**config.mk**
```make
export PLATFORM = sky130hd
export DESIGN_NAME = muldiv_sequencer
export DESIGN_NICKNAME = d
export VERILOG_FILES = /design/src/rtl/muldiv_sequencer.sv
export SDC_FILE = /design/constraint.sdc
export NUM_CORES = 1
export LEC_CHECK = 0
export CAP_MARGIN = 20
export CELL_PAD_IN_SITES_DETAIL_PLACEMENT = 2
export CELL_PAD_IN_SITES_GLOBAL_PLACEMENT = 2
export CORE_MARGIN = 2
export CORE_UTILIZATION = 30
export DETAILED_ROUTE_END_ITERATION = 8
export PLACE_DENSITY_LB_ADDON = 0.1
export SETUP_SLACK_MARGIN = 0.3
export SYNTH_ARGS = -nofsm -noshare
export SYNTH_HDL_FRONTEND = slang
export SYNTH_SLANG_ARGS = --single-unit
```
**constraint.sdc**
```tcl
create_clock -name clk -period 7 [get_ports clk]
set_input_delay 1.4 -clock clk [delete_from_list [all_inputs] [get_ports clk]]
set_output_delay 1.4 -clock clk [all_outputs]
set_load 0.01 [all_outputs]
```
**src/rtl/muldiv_sequencer.sv**
```systemverilog
// -----------------------------------------------------------------------------
// muldiv_sequencer
//   Iterative RV32M multiply/divide unit. One operation at a time: shift-add
//   multiply or restoring divide over XLEN cycles; divide-by-zero and signed
//   overflow are resolved in one cycle without iterating.
//
//   Optional build macro: MULDIV_FAST_MUL_EN -- multiply ops complete with a
//   single-cycle full-width product instead of iterating.
//
// Ports:
//   clk, rst_n   clock (rising edge), asynchronous active-low reset
//   start        request, honoured when no operation is iterating
//   op[2:0]      funct3 (mul, mulh, mulhsu, mulhu, div, divu, rem, remu)
//   a, b         rs1 / rs2 operands, captured at accept
//   flush        abort in-flight operation; also blocks a same-cycle accept
//   busy         state != IDLE
//   valid        one-cycle result strobe (DONE without flush)
//   result       result, held until the next completion
//   stall        pipeline hold
// -----------------------------------------------------------------------------
module muldiv_sequencer #(
   parameter int unsigned XLEN = 32
) (
   input  logic            clk,
   input  logic            rst_n,
   input  logic            start,
   input  logic [2:0]      op,
   input  logic [XLEN-1:0] a,
   input  logic [XLEN-1:0] b,
   input  logic            flush,
   output logic            busy,
   output logic            valid,
   output logic [XLEN-1:0] result,
   output logic            stall
);

   localparam int unsigned CW = $clog2(XLEN);

   typedef enum logic [1:0] {IDLE, CALC, DONE} state_e;

   state_e              state_q, state_d;
   logic [CW-1:0]       cnt_q, cnt_d;
   logic [2:0]          op_q, op_d;
   logic                neg_q, neg_d;
   logic [XLEN-1:0]     mcand_q, mcand_d;
   logic [2*XLEN-1:0]   acc_q, acc_d;
   logic [XLEN-1:0]     result_q, result_d;

   // Operand decode at accept
   logic                sa, sb, a_s, b_s, neg_in, accept;
   logic                b_zero, ovf, div_spec;
   logic [XLEN-1:0]     a_mag, b_mag, spec_res;

   // Iteration datapath
   logic [XLEN:0]       mul_sum, div_shift, div_diff;
   logic [2*XLEN-1:0]   acc_next, prod_f;
   logic [XLEN-1:0]     div_pick, div_f, final_res;

`ifdef MULDIV_FAST_MUL_EN
   logic signed [XLEN:0]     fa, fb;
   logic signed [2*XLEN+1:0] fprod;
   logic [XLEN-1:0]          fast_res;
`endif

   always_comb begin
      sa     = (op == 3'b001) || (op == 3'b010) || (op == 3'b100) || (op == 3'b110);
      sb     = (op == 3'b001) || (op == 3'b100) || (op == 3'b110);
      a_s    = sa & a[XLEN-1];
      b_s    = sb & b[XLEN-1];
      a_mag  = a_s ? -a : a;
      b_mag  = b_s ? -b : b;
      // rem takes sign of a; everything else signs by a XOR b
      neg_in = (op[2] & op[1]) ? a_s : (a_s ^ b_s);

      b_zero   = (b == '0);
      ovf      = (a == {1'b1, {(XLEN-1){1'b0}}}) && (b == '1);
      div_spec = op[2] & (b_zero | (~op[0] & ovf));
      if (b_zero) spec_res = op[1] ? a : '1;
      else        spec_res = op[1] ? '0 : a;
      accept   = (state_q != CALC) & start & ~flush;
   end

`ifdef MULDIV_FAST_MUL_EN
   always_comb begin
      fa       = {a_s, a};
      fb       = {b_s, b};
      fprod    = fa * fb;
      fast_res = (op[1:0] == 2'b00) ? fprod[XLEN-1:0] : fprod[2*XLEN-1:XLEN];
   end
`endif

   // acc holds {hi, multiplier} for multiply and {remainder, dividend/quotient}
   // for divide, so both algorithms share one 2*XLEN shift register.
   always_comb begin
      mul_sum   = {1'b0, acc_q[2*XLEN-1:XLEN]} + (acc_q[0] ? {1'b0, mcand_q} : '0);
      div_shift = acc_q[2*XLEN-1:XLEN-1];
      div_diff  = div_shift - {1'b0, mcand_q};
      if (op_q[2]) begin
         if (div_diff[XLEN]) acc_next = {div_shift[XLEN-1:0], acc_q[XLEN-2:0], 1'b0};
         else                acc_next = {div_diff[XLEN-1:0], acc_q[XLEN-2:0], 1'b1};
      end else begin
         acc_next = {mul_sum, acc_q[XLEN-1:1]};
      end
      prod_f    = neg_q ? -acc_next : acc_next;
      div_pick  = op_q[1] ? acc_next[2*XLEN-1:XLEN] : acc_next[XLEN-1:0];
      div_f     = neg_q ? -div_pick : div_pick;
      if (op_q[2])                final_res = div_f;
      else if (op_q[1:0] == 2'b00) final_res = prod_f[XLEN-1:0];
      else                        final_res = prod_f[2*XLEN-1:XLEN];
   end

   always_comb begin
      state_d  = state_q;
      cnt_d    = cnt_q;
      op_d     = op_q;
      neg_d    = neg_q;
      mcand_d  = mcand_q;
      acc_d    = acc_q;
      result_d = result_q;
      case (state_q)
         CALC: begin
            if (flush) begin
               state_d = IDLE;
               cnt_d   = '0;
            end else begin
               acc_d = acc_next;
               cnt_d = cnt_q + CW'(1);
               if (cnt_q == CW'(XLEN-1)) begin
                  state_d  = DONE;
                  result_d = final_res;
                  cnt_d    = '0;
               end
            end
         end
         default: begin
            // IDLE and DONE: DONE always leaves; either may accept a new op
            state_d = IDLE;
            if (accept) begin
               op_d  = op;
               neg_d = neg_in;
               cnt_d = '0;
               if (div_spec) begin
                  state_d  = DONE;
                  result_d = spec_res;
`ifdef MULDIV_FAST_MUL_EN
               end else if (!op[2]) begin
                  state_d  = DONE;
                  result_d = fast_res;
`endif
               end else begin
                  state_d = CALC;
                  acc_d   = op[2] ? {{XLEN{1'b0}}, a_mag} : {{XLEN{1'b0}}, b_mag};
                  mcand_d = op[2] ? b_mag : a_mag;
               end
            end
         end
      endcase
   end

   always_ff @(posedge clk or negedge rst_n) begin
      if (!rst_n) begin
         state_q  <= IDLE;
         cnt_q    <= '0;
         op_q     <= '0;
         neg_q    <= 1'b0;
         mcand_q  <= '0;
         acc_q    <= '0;
         result_q <= '0;
      end else begin
         state_q  <= state_d;
         cnt_q    <= cnt_d;
         op_q     <= op_d;
         neg_q    <= neg_d;
         mcand_q  <= mcand_d;
         acc_q    <= acc_d;
         result_q <= result_d;
      end
   end

   assign busy   = (state_q != IDLE);
   assign valid  = (state_q == DONE) & ~flush;
   assign stall  = ((state_q == IDLE) & start & ~flush) | (state_q == CALC);
   assign result = result_q;

endmodule

```
# --- After elaboration in Yosys (flattened, before gate mapping) ---
# Cells that the tools add are included.
totals:
  wordCells: 95
  register_bits: 139
  input_bits: 71
op_classes:
  bitwise_logic: 17
  eq_ne: 14
  n_reduce_logical: 16
  mux: 34
  add_sub_neg: 7
ops:
  columns: ["op", "n"]
  rows:
  - ["32-bit 2-to-1 mux", 17]
  - ["64-bit 2-to-1 mux", 7]
  - ["32-bit negator", 3]
  - ["32-bit == test, second input constant", 2]
  - ["64-bit negator", 1]
  - ["32-bit by 32-bit adder with 33-bit output", 1]
  - ["33-bit by 32-bit subtractor with 33-bit output", 1]
  - ["32-bit logical NOT", 1]
  - ["5-bit 2-to-1 mux", 4]
  - ["1-bit AND", 10]
  - ["2-bit 2-to-1 mux", 5]
  - ["3-bit == test, second input constant", 2]
  - ["3-bit AND reduction", 2]
  - ["2-bit nonzero test", 3]
  - ["5-bit by 1-bit adder with 5-bit output, second input constant", 1]
  - ["5-bit == test, second input constant", 1]
  - ["1-bit logical OR", 5]
  - ["2-bit logical NOT", 2]
  - ["2-bit by 1-bit != test with 1-bit output, second input constant", 2]
  - ["2-bit != test, second input constant", 2]
  - ["1-bit inverter", 4]
  - ["4-bit AND reduction", 1]
  - ["3-bit by 1-bit == test with 1-bit output, second input constant", 1]
  - ["3-bit by 2-bit == test with 1-bit output, second input constant", 1]
  - ["other kinds (8)", 9]

# --- Logic depth before layout (Yosys ltp) ---
depth:
  word_depth: 10
  mapped_depth: 27

# --- Least setup slack after synthesis ---
# OpenSTA, ideal clock, no wires.
synth_path:
  path_type: "flip-flop to flip-flop"
  from: "register acc_q[31]"
  to: "register result_q[24], in the netlist result[24]"
  slack_ps: 1290
  period_less_slack_ps: 5710
  arrival_ps: 5584
  setup_ps: 126
  n_path_buf: 1
  path_stages_with_launch: 26
  cell_sequence: "dfrtp_1 inv_1 ha_1 inv_1 fa_1 a211oi_2 o211ai_2 a211oi_4 a211oi_4 o31ai_2 nor2_1 nor2_1 ha_1 nand2_1 or2_2 or2_2 clkbuf_1 nor3_1 nand2_1 a31oi_1 nand4_1 nor4b_1 nand4_1 mux2_2 a21oi_1 o32a_1"
synth_between:
  elab_chain_cells: 10
  word_cells_on_any_way: 13
  cone_classes: "3 x add/sub; 10 x mux"
synth_rtl:
  columns: ["element", "line_no", "rtl"]
  rows:
  - ["start, declared", "46", "logic [2*XLEN-1:0] acc_q, acc_d;"]
  - ["start signal, assigned", "167", "acc_q <= '0;"]
  - ["start signal, assigned", "175", "acc_q <= acc_d;"]
  - ["33-bit by 32-bit subtractor with 33-bit output", "97", "div_diff = div_shift - {1'b0, mcand_q};"]
  - ["64-bit 2-to-1 mux", "99", "if (div_diff[XLEN]) acc_next = {div_shift[XLEN-1:0], acc_q[XLEN-2:0], 1'b0};"]
  - ["64-bit 2-to-1 mux *", "98", "if (op_q[2]) begin"]
  - ["64-bit negator / 32-bit 2-to-1 mux (equally long branches)", "104, 105", null]
  - ["64-bit 2-to-1 mux / 32-bit negator (equally long branches)", "104, 106", null]
  - ["32-bit 2-to-1 mux (on tied branches)", "108, 106", null]
  - ["32-bit 2-to-1 mux *", "107", "if (op_q[2]) final_res = div_f;"]
  - ["32-bit 2-to-1 mux *", "128", "if (cnt_q == CW'(XLEN-1)) begin"]
  - ["32-bit 2-to-1 mux *", "122", "if (flush) begin"]
  - ["32-bit 2-to-1 mux *", "120", "case (state_q)"]
  - ["end signal, assigned", "176", "result_q <= result_d;"]
  - ["end, declared", "47", "logic [XLEN-1:0] result_q, result_d;"]
# Every way passes the cells marked *; elsewhere a longest branch is shown, timed or not. The select of a mux whose other input is x is not followed.
# A chain may end at the register's enable or synchronous reset.

# --- Worst setup path after layout ---
layout_path:
  from: "register acc_q[31]"
  to: "register result_q[29], in the netlist result[29]"
# Same word-level chain as after synthesis.

==> reports/qor.json <==
{
  "endpoint_kind": "flip-flop",
  "clock_sinks": 139,
  "maxClockFrequency_mhz": 157.5,
  "hold_viol_final": 0,
  "run_status": "finished clean",
  "place.gp.congestion": 0.9702,
  "power.share.clock_pct": 13.7,
  "layout.cells.non_filler": 3300,
  "dpl.cell_count": 3265,
  "total_core_area_um2": 57480,
  "grt_setup_unrepaired": "true",
  "postRouteAntennaNets": 0,
  "max_stage_delay_on_crit_path_ns": 0.77,
  "timing.slew.headroom_pct": 24.78,
  "slew_violations": 0,
  "wire_per_inst_um": 30.41,
  "timing.reg2reg.setup_slack_ns": 0.65,
  "setup_viol": 0,
  "cell_type_with_the_highest_aggregate_area_in_the_netlist": "dfrtp_1",
  "routed-via-count": 20511,
  "detailedRoute.firstPassIterationCount": 6,
  "clock_tree.htree_level_count": 4,
  "hold_path_startpoint": "result[29]",
  "critical_path.reg2reg.endpoint": "result[29]",
  "most_frequent_standard_cell_in_the_layout_excluding_fill_and_tap_cells": "nand2_1",
  "worstHoldPathCells": 2,
  "maxCapViolCount": 0,
  "die_width_um": 244.6,
  "yosys_warnings": 0,
  "tritoncts": "yes",
  "first_pass_grt_wire_length_um": 147100,
  "seq_area_frac_synth_pct": 20.02,
  "post-route-drc-count": 0,
  "worst_hold_path.endpoint": "result[29]",
  "pwr-share-seq_pct": 16.8,
  "post_synth_num_cell_types": 89,
  "critical_path.startpoint_type": "flip-flop",
  "worst_path_dominant_cell_family": "compound AO/OA/AOI/OAI gates",
  "critical_path.max_fanout": 17,
  "post-synth-top-area-fraction_pct": 20.02,
  "row_count": 88,
  "crit_path_top_delay_cell": "or3_2",
  "die_height_um": 244.6,
  "p_comb_share_pct": 69.6,
  "synth-seq-cells": 139,
  "worst_hold_path_type": "reg2reg",
  "start_util_pct": 30.23,
  "clk_root_buffer_cell": "clkbuf_16",
  "p_leak_nw": 7.699,
  "p_int_mw": 3.028,
  "fin_crit_ns": 6.348,
  "first_global_vias": 21179,
  "worst_skew_pair.late_latency_ns": 0.51,
  "avgSynthCellArea_um2": 7.005,
  "numPortBuffers": 105,
  "grtUsageTotal_pct": 33.45,
  "setup_tns_ns": 0,
  "tightestPinTransition_ns": 1.117,
  "synth.net_count": 2624,
  "drt-initial-drc-count": 1619,
  "design.portCount": 106,
  "cts_inserted_buffers": 17,
  "finish.net_count": 2665,
  "finalClockSkew_ns": 0.01237,
  "detailedPlacementHpwl_um": 80740,
  "area.growth.synth_to_final_pct": 14.95,
  "data_required_time_at_the_worst_endpoint_ns": 7.36,
  "ys_top_cells_by_area": "dfrtp_1 (20%), o21ai_0 (7.6%), a21oi_1 (7.2%)",
  "antenna_found_initial": 8,
  "timing.reg2reg.worst_path_depth": 19,
  "post_route_cells_drive_above_1_share_pct": 6.946,
  "powerDensity_nw_per_um2": 360.9,
  "most-common-layout-cells": "nand2_1 (286), o21ai_0 (263), a21oi_1 (250), nor2_1 (250), dfrtp_1 (136)",
  "totalWireLength_um": 100400,
  "critPathArrivalTime_ns": 6.71,
  "power_switching_share_pct": 57.99,
  "critical_path_class": "reg2reg",
  "post_synthesis_instance_total": 2480,
  "r2r-start": "acc_q[31]",
  "fp.dieArea_um2": 59850,
  "vdd_ir_drop_max_uv": 199.6,
  "fin_crit_sh_pct": 90.68,
  "p_switching_mw": 4.179,
  "cts.reportedPaths.clkPinSlew_ns": 0.07,
  "grt_max_degree": 84,
  "synth_flop_cell": "dfrtp_1",
  "number_of_synthesized_flops_with_an_enable_pin": 0,
  "globalRouteOverflowTotal": 0,
  "synth_async_sr_flop_share_pct": 100.0,
  "clock_tree.buffer_depth": 2,
  "worstPathBufferInverterCount": 4,
  "routed_via_density": 6.215,
  "synth.cell_area_um2": 17370,
  "series_of_cell_instances_along_the_critical_path": "inv_1 > ha_1 > inv_1 > fa_1 > a211oi_2 > o211ai_2 > a211oi_4 > a211oi_4 > or3_2 > buf_4 > a211o_1 > a41o_1 > nor4b_2 > o221ai_1 > buf_4 > o41ai_1 > xnor2_1 > o221ai_1 > o311ai_1"
}
==> state kept, by name, indices dropped and copies added (netlist names) <==
signal and count:
state_q 2, cnt_q 5, acc_q 64, mcand_q 32, op_q 3, result 32
neg_q 1
==> worst max-delay path by stage <==
| stage | start | end | slack (ns) | cells past startpoint |
|---|---|---|---|---|
| 6_report | acc_q[31] | result[29] | 0.65 | 19 |
| 5_1_grt | acc_q[31] | result[24] | 0.26 | 26 |
| 3_3_place_gp | acc_q[31] | result[24] | 0.72 | 21 |
| 2_1_floorplan | acc_q[31] | result[24] | 1.29 | 25 |
| 4_1_cts | acc_q[31] | result[24] | 0.54 | 21 |
| 3_5_place_dp | acc_q[31] | result[24] | 0.56 | 21 |
==> through the flow <==
step / setup WS (ns) / cell area [um^2] / power [mW] / util, % / hold WS (ns)
finish: 0.6522 / 19970 / 7.208 / 34.75 / 0.4932
global route: 0.2627 / 19970 / 7.600 / 34.74 / 0.5353
CTS: 0.5399 / 19940 / 7.112 / 34.69 / 0.4967
detailed placement: 0.5558 / 19360 / 6.092 / 33.68 / 0.4797
global placement: 0.7229 / 19350 / 5.976 / 33.67 / 0.4784
floorplan: 1.290 / 17370 / 4.130 / - / 0.4639
==> synth_stat cells (all sizes together) (14+ instances only) <==
cell type / n
clkbuf: 122
xnor2: 86
ha: 71
nor2b: 23
a21oi: 250
inv: 73
o41ai: 14
buf: 37
a211oi: 55
or3: 24
a31oi: 42
nand2b: 26
a21o: 19
nand3: 58
nand2: 287
mux2i: 38
and2: 43
o21a: 16
mux2: 23
nor3: 73
o211ai: 23
dfrtp: 139
or4: 14
nor4: 24
nor2: 252
xor2: 75
o31ai: 43
nand4: 40
o21ai: 266
==> logic make-up after synthesis <==
group,count (synthesis),share of synthesized area [%]
flops,139,20.02
fa+ha+maj,73,5.344
compound gates,895,32.55
simple gates,918,24.99
buf+inv,233,5.293
xor+xnor,161,8.117
mux,61,3.680
==> power groups by stage <==
stage               clock network (mW)  logic, mW  registers [mW]
floorplan                            0       3.04            1.09
global placement                     0       4.77            1.20
detailed placement                   0       4.88            1.22
CTS                               1.00       4.91            1.20
global route                      1.03       5.34            1.23
finish                           0.986       5.01            1.21
==> worst min-delay path: stages, from the launching register on <==
cell and delay, ns:
dfrtp_1 0.35, nand2_1 0.05, o311ai_1 0.06
==> metal layers <==
metal  vias up  GRT usage (%)  share of wire, %
li1       9236              -                 -
met1     10563          44.92                45
met2       549          53.57                46
met3       157          4.625               4.7
met4         6          14.35               4.3
met5         -              0             0.035
==> area by class of cell <==
type	count	area (um^2)
well taps	765	957.2
flip-flops and latches	139	3485
repair buffers	181	1645
clock buffers	17	425.4
multi-input cells	2108	13020
diodes	1	2.502
clock inverters	15	156.4
inverters	74	277.8
fillers	6898	37500
==> what timing repair did <==
action | CTS | global route
resized for setup | 0 | 3
setup buffers | 0 | 0
hold buffers | 0 | 0
setup endpoints to repair | 0 | 7
(Power assumes the default switching activity.)
